**src/rtl/xs3_pkg.sv**
```systemverilog
`default_nettype none
// ============================================================================
//  Module      : xs3_pkg
//  Description : Constants and types shared by the Excess-3 serial converter
//                and its downstream word deserializer.
//  Revision    : 1.0 - initial release
// ============================================================================
package xs3_pkg;

    localparam int         DIGIT_W     = 4;
    localparam logic [3:0] XS3_OFFSET  = 4'd3;
    localparam logic [3:0] XS3_MIN     = 4'd3;
    localparam logic [3:0] XS3_MAX     = 4'd12;
    localparam logic [3:0] BCD_INVALID = 4'hF;

    // Occupancy of the parallel output register.
    typedef enum logic [0:0] {
        WV_EMPTY = 1'b0,
        WV_FULL  = 1'b1
    } wv_state_t;

endpackage : xs3_pkg
`default_nettype wire

```
**src/rtl/xs3_digit_check.sv**
```systemverilog
`default_nettype none
// ============================================================================
//  Module      : xs3_digit_check
//  Description : Combinational range check and Excess-3 to BCD conversion of
//                one 4-bit code. Out-of-range codes map to BCD_INVALID.
//  Revision    : 1.0 - initial release
//  Ports       : code    - Excess-3 code in
//                bcd     - BCD digit out (BCD_INVALID when code is invalid)
//                invalid - code lies outside XS3_MIN..XS3_MAX
// ============================================================================
module xs3_digit_check
    import xs3_pkg::*;
(
    input  logic [DIGIT_W-1:0] code,
    output logic [DIGIT_W-1:0] bcd,
    output logic               invalid
);

    always_comb begin
        invalid = (code < XS3_MIN) || (code > XS3_MAX);
        bcd     = invalid ? BCD_INVALID : (code - XS3_OFFSET);
    end

endmodule : xs3_digit_check
`default_nettype wire

```
**src/rtl/xs3_word_deserializer.sv**
```systemverilog
`default_nettype none
// ============================================================================
//  Module      : xs3_word_deserializer
//  Description : Regroups an LSB-first serial Excess-3 stream into 4-bit
//                codes, converts each to BCD and assembles NDIG digits into a
//                parallel word offered through a valid/ack handshake.
//                All state updates on the falling edge of CLK.
//  Revision    : 1.0 - initial release
//  Ports       : CLK    - clock (falling edge active)
//                Clr    - asynchronous active-high clear
//                S_in   - serial Excess-3 bit, LSB of each digit first
//                En     - bit-valid qualifier
//                Ack    - consumer accepts the current word
//                Word   - BCD word, digit 0 (first received) in [3:0]
//                WValid - Word holds an unacknowledged word
//                WErr   - held word contains an invalid code
//                Ovf    - sticky: a completed word was dropped
//                BitCnt - bit position of the next bit within the digit
// ============================================================================
module xs3_word_deserializer
    import xs3_pkg::*;
#(
    parameter int NDIG = 4
) (
    input  logic                    CLK,
    input  logic                    Clr,
    input  logic                    S_in,
    input  logic                    En,
    input  logic                    Ack,
    output logic [NDIG*DIGIT_W-1:0] Word,
    output logic                    WValid,
    output logic                    WErr,
    output logic                    Ovf,
    output logic [1:0]              BitCnt
);

    localparam int            WORD_W = NDIG * DIGIT_W;
    localparam int            DCNT_W = (NDIG > 1) ? $clog2(NDIG) : 1;
    localparam logic [DCNT_W-1:0] DIG_LAST = DCNT_W'(NDIG - 1);

    // Only the upper three bits of the 4-bit shift register are ever read
    // (the incoming bit supplies the fourth), so the LSB is not stored.
    logic [DIGIT_W-2:0] sh;
    logic [1:0]         bit_cnt;
    logic [DCNT_W-1:0]  dig_cnt;
    logic [WORD_W-1:0]  staging;
    logic               err_acc;
    logic [WORD_W-1:0]  word_q;
    logic               werr_q;
    logic               ovf_q;

    wv_state_t          state;
    wv_state_t          state_nxt;
    logic               load_word;
    logic               drop_word;

    logic [DIGIT_W-1:0] code;
    logic [DIGIT_W-1:0] dig_bcd;
    logic               dig_invalid;
    logic               digit_done;
    logic               word_done;
    logic [WORD_W-1:0]  staging_nxt;
    logic               err_nxt;

    assign code       = {S_in, sh};
    assign digit_done = En && (bit_cnt == 2'd3);
    assign word_done  = digit_done && (dig_cnt == DIG_LAST);

    xs3_digit_check u_digit_check (
        .code    (code),
        .bcd     (dig_bcd),
        .invalid (dig_invalid)
    );

    // Staging word and error flag as they stand including the digit that
    // completes on this edge; this is what a completed word delivers.
    always_comb begin
        staging_nxt = staging;
        staging_nxt[dig_cnt*DIGIT_W +: DIGIT_W] = dig_bcd;
        err_nxt = err_acc | dig_invalid;
    end

    // ------------------------------------------------------------------------
    // Output-register occupancy FSM
    // ------------------------------------------------------------------------
    always_ff @(negedge CLK or posedge Clr) begin
        if (Clr) begin
            state <= WV_EMPTY;
        end else begin
            state <= state_nxt;
        end
    end

    always_comb begin
        state_nxt = state;
        load_word = 1'b0;
        drop_word = 1'b0;
        case (state)
            WV_EMPTY: begin
                if (word_done) begin
                    load_word = 1'b1;
                    state_nxt = WV_FULL;
                end
            end
            WV_FULL: begin
                if (word_done) begin
                    // Ack on the completing edge frees the register in time
                    // for the new word; otherwise the new word is lost.
                    if (Ack) begin
                        load_word = 1'b1;
                    end else begin
                        drop_word = 1'b1;
                    end
                end else if (Ack) begin
                    state_nxt = WV_EMPTY;
                end
            end
            default: state_nxt = WV_EMPTY;
        endcase
    end

    // ------------------------------------------------------------------------
    // Serial collection and word assembly (never stalls)
    // ------------------------------------------------------------------------
    always_ff @(negedge CLK or posedge Clr) begin
        if (Clr) begin
            sh      <= '0;
            bit_cnt <= '0;
            dig_cnt <= '0;
            staging <= '0;
            err_acc <= 1'b0;
            word_q  <= '0;
            werr_q  <= 1'b0;
            ovf_q   <= 1'b0;
        end else begin
            if (En) begin
                sh      <= code[DIGIT_W-1:1];
                bit_cnt <= bit_cnt + 2'd1;
            end
            if (digit_done) begin
                staging <= staging_nxt;
                if (word_done) begin
                    dig_cnt <= '0;
                    err_acc <= 1'b0;
                end else begin
                    dig_cnt <= dig_cnt + DCNT_W'(1);
                    err_acc <= err_nxt;
                end
            end
            if (load_word) begin
                word_q <= staging_nxt;
                werr_q <= err_nxt;
            end
            if (drop_word) begin
                ovf_q <= 1'b1;
            end
        end
    end

    assign Word   = word_q;
    assign WValid = (state == WV_FULL);
    assign WErr   = werr_q;
    assign Ovf    = ovf_q;
    assign BitCnt = bit_cnt;

endmodule : xs3_word_deserializer
`default_nettype wire

```
**config.mk**
```make
export PLATFORM = sky130hd
export DESIGN_NAME = xs3_word_deserializer
export DESIGN_NICKNAME = d
export VERILOG_FILES = /design/src/rtl/xs3_pkg.sv /design/src/rtl/xs3_digit_check.sv /design/src/rtl/xs3_word_deserializer.sv
export SDC_FILE = /design/constraint.sdc
export NUM_CORES = 1
export LEC_CHECK = 0
export CAP_MARGIN = 10
export CORE_AREA = 2 2 79 81
export CTS_BUF_LIST = sky130_fd_sc_hd__clkbuf_8
export DETAILED_ROUTE_END_ITERATION = 6
export DIE_AREA = 0 0 81 83
export PLACE_DENSITY = 0.55
export SLEW_MARGIN = 20
export SYNTH_ARGS = -nofsm -noshare
export SYNTH_HDL_FRONTEND = slang
export SYNTH_HIERARCHICAL = 1
export SYNTH_SLANG_ARGS = --single-unit
```
**constraint.sdc**
```tcl
create_clock -name CLK -period 2.2 [get_ports CLK]
set_input_delay 0.44 -clock CLK [delete_from_list [all_inputs] [get_ports CLK]]
set_output_delay 0.44 -clock CLK [all_outputs]
set_load 0.005 [all_outputs]
```
== Word level (Yosys, flattened, before mapping) ==
Index checks and enable logic that the tools add are counted.

* Add/subtract/negate cells: 4
* Order comparisons: 2
* Equal/unequal tests: 2
* Shift-type cells: 2
* Mux-type cells: 13
* Bitwise logic cells: 2
* Reduce and logical (&&, ||, !) cells: 3

{| class="wikitable"
|+ Operators with widths
! cell !! count
|-
| $neg 4->34 || 1
|-
| $shift 4x34->16 const A || 1
|-
| $shiftx 4x34->16 || 1
|-
| $bwmux 16 || 1
|-
| $mux 1 || 8
|-
| $add 2x1->2 const B || 2
|-
| $eq 2x2->1 const B || 2
|-
| $gt 4x4->1 const B || 1
|-
| $lt 4x2->1 const B || 1
|-
| $mux 4 || 1
|-
| $pmux 1 s2 || 2
|-
| $sub 4x2->4 const B || 1
|-
| $logic_and 1x1->1 || 2
|-
| $mux 2 || 1
|-
| $logic_or 1x1->1 || 1
|-
| $not 1->1 || 1
|-
| $or 1x1->1 || 1
|}

* Register bits after elaboration: 43
* Input bits: 5
* Output and inout bits: 21
* Word-level logic and storage cells: 37

== Depth between registers and ports, before layout ==
* Depth in word-level cells: 5
* Gate-level depth with buffers: 6
* Gate-level depth less buffers: 6

== Cells and area by module ==
The synthesis kept the hierarchy.

{| class="wikitable"
|+ Modules (own cells, without submodules)
! module !! times used !! cells each !! area each (um^2) !! sequential area each (um^2)
|-
| xs3_word_deserializer || 1 || 164 || 1865.5 || 975.9
|-
| xs3_digit_check || 1 || 17 || 122.6 || 0.0
|}

==> impl_metrics.json <==
{
  "setup_viol": 30,
  "final.setup_skew_ns": 0.003582,
  "stdcell_count": 328,
  "start_util": 0.3419,
  "crit_path_start_kind": "register",
  "die-area_um2": 6723,
  "switching_power_mw": 1.130,
  "nets": 266,
  "grt_pass1_vias": 1587,
  "cts_buffers": 5,
  "cp_cell_sequence": "buf_2",
  "synth_cell_types": 36,
  "io_pins": 26,
  "relSlewSlack": 0.6973,
  "clk_pin_slew_ns": 0.05,
  "cp_max_fo": 2,
  "dp_hpwl_mm": 3.090,
  "synth.avg_cell_area_um2": 10.98,
  "cp.buffers_inverters": 1,
  "drive_gt1_frac": 0.4941,
  "layout_commonest_cell": "buf_4",
  "grt_max_degree": 28,
  "drtPass1Iterations": 4,
  "violations": "setup timing",
  "ir_drop_v": 0.0005502,
  "wirelength_mm": 4.552,
  "yosysTopAreaCell": "dfrtn_1",
  "cts_max_path_buffers": 2,
  "coreArea_um2": 5816,
  "rsz0062_at_grt": "true",
  "power.internal_mw": 2.208,
  "critPathMaxStageDelay_ns": 0.42,
  "hp-class": "reg2reg",
  "power_density_nw_per_um2": 1173,
  "synth_seq_cells": 39,
  "cts_tree": "done",
  "cp.arrival_ns": 1.92,
  "syn_area_um2": 1988,
  "layout_common_cells": "buf_4 (43), dfrtn_1 (39), buf_2 (22)",
  "yosysWarnings": 6,
  "place_area_um2": 2551,
  "maxCapViolCount": 0,
  "fin_ws_ns": -0.1593,
  "pwr-share-comb": 0.486,
  "final_util": 0.4895,
  "gp_congestion": 0.8480,
  "ys_seq_area_frac": 0.4909,
  "clock_latency_ns": 0.29,
  "slowest_stage": "dfrtn_1",
  "vias": 1626,
  "hold_viol": 0,
  "worstMarginPinSlew_ns": 0.4530,
  "postCtsHoldBufs": 0,
  "fp.dieH_um": 83,
  "drtIter0Drc": 83,
  "p_leak_nw": 1.336,
  "clkPwrFrac": 0.167,
  "netlist_instances": 181,
  "design_area_um2": 2846,
  "placed_cells": 302,
  "outcome": "finished with violations",
  "ys_top_cells_by_area": "dfrtn_1 (49%), a21oi_1 (6.8%), ha_1 (5.0%), a21oi_2 (4.0%), o2bb2ai_1 (3.5%)",
  "die_w_um": 81,
  "synth_top_area_frac": 0.4909,
  "cpLargestDelayFamily": "flip-flops",
  "cp.required_ns": 1.76,
  "swShare": 0.3385,
  "ant_nets": 0,
  "ctsHtreeMaxLevel": 2,
  "syn_nets": 194,
  "n_antenna_cell": 0,
  "clock-sinks": 39,
  "grt_pass1_wl_mm": 7.700,
  "routedWlPerCell_um": 13.88,
  "gr-total-overflow": 0,
  "endpoint_kind": "primary output",
  "seq_power_share": 0.347,
  "antenna_found_initial": 0,
  "syn2layout_area_growth_pct": 43.17,
  "drv_slew": 0,
  "drc_errors": 0,
  "fill_cells": 560,
  "setup_tns_ns": -3.422,
  "io_buffers": 25,
  "path_class": "reg2out",
  "viasPerCell": 4.957,
  "rows": 28,
  "root_buffer": "clkbuf_8",
  "grt_usage": 0.1472
}
## cells by family (layout without fill, tap and decap cells)
kind of cell | after synthesis | count (layout) | share of synthesized area
multiplexers | 5 | 5 | 0.02832
buffers and inverters | 17 | 89 | 0.05475
XOR/XNOR | 1 | 1 | 0.004406
AO/OA/AOI/OAI | 63 | 63 | 0.2171
AND/OR/NAND/NOR | 48 | 48 | 0.1542
adder cells (fa/ha/maj) | 8 | 8 | 0.05035
flip-flops | 39 | 39 | 0.4909
## layout make-up
type | instances | area (um2) | share of cell area
Clock buffer | 5 | 68.82 | 0.02418
Inverter | 8 | 33.78 | 0.01187
Tap cell | 75 | 93.84 | 0.03297
Multi-Input combinational cell | 125 | 1054 | 0.3701
Clock inverter | 2 | 33.78 | 0.01187
Timing Repair Buffer | 74 | 586.8 | 0.2062
Sequential cell | 39 | 975.9 | 0.3429
## power by group through the flow
stage	combinational [mW]	clock [mW]	sequential, mW
after floorplan	0.777	0	1.18
after global placement	1.49	0	1.16
after detailed placement	1.50	0	1.17
after CTS	1.54	0.579	1.16
after global routing	1.80	0.621	1.20
final	1.62	0.557	1.16
## worst paths after layout
path                          endpoint  cells past startpoint  slack [ns]       start
max in group asynchronous    BitCnt[1]                      3        0.47         Clr
min in group asynchronous          Ovf                      3        1.51         Clr
max reg2reg                staging[10]                      5        0.35  dig_cnt[0]
min reg2reg                   Word[15]                      2        0.42    Word[15]
max                           Word[11]                      1       -0.16    Word[11]
min                           Word[15]                      2        0.42    Word[15]
## flip-flops by register name (all words and copies together) (netlist names)
name	cells
sh	3
staging	12
WValid	1
Ovf	1
Word	16
BitCnt	2
err_acc	1
dig_cnt	2
WErr	1
## per-stage QoR
step	total power [mW]	setup slack (ns)	hold WS [ns]
after floorplan	1.952	-0.2078	0.4090
final	3.338	-0.1593	0.4155
after global routing	3.613	-0.2062	0.4507
after detailed placement	2.671	-0.9352	0.4295
after global placement	2.659	-0.9189	0.4277
after CTS	3.278	-0.1706	0.4194
## cell usage after synthesis, drive strengths merged
cell and count:
nand2b 2, o311ai 2, o31ai 1, and4bb 3, nand3 2, and2b 2
ha 8, o2bb2ai 8, dfrtn 39, buf 9, nand3b 2, and4b 1
and3 1, nand4 5, a21oi 36, nor2 4, mux2 5, a32o 4
o21ai 5, nor2b 11, a2bb2oi 1, a31oi 1, a32oi 4, xor2 1
inv 8, and2 2, nand2 13, a21o 1
## routing by layer
layer	GRT usage	part of all wire	vias to the layer above
met5	0	0	-
met2	0.2389	0.49	34
li1	-	-	807
met1	0.1996	0.45	780
met4	0.03698	0.011	0
met3	0.02935	0.043	5
## timing repair
item / CTS / global route
pin swaps: 10 / 6
gates cloned: 1 / 0
endpoints found under the setup margin: 60 / 44
gates resized for setup: 116 / 14
setup buffers: 11 / 7
## tightest hold or removal path, cell delays in order, from the launching register on
cell and delay (ns):
dfrtn_1 0.40, o21ai_1 0.06, nand2_1 0.05
Note: power is estimated with default switching activity, not from simulation.
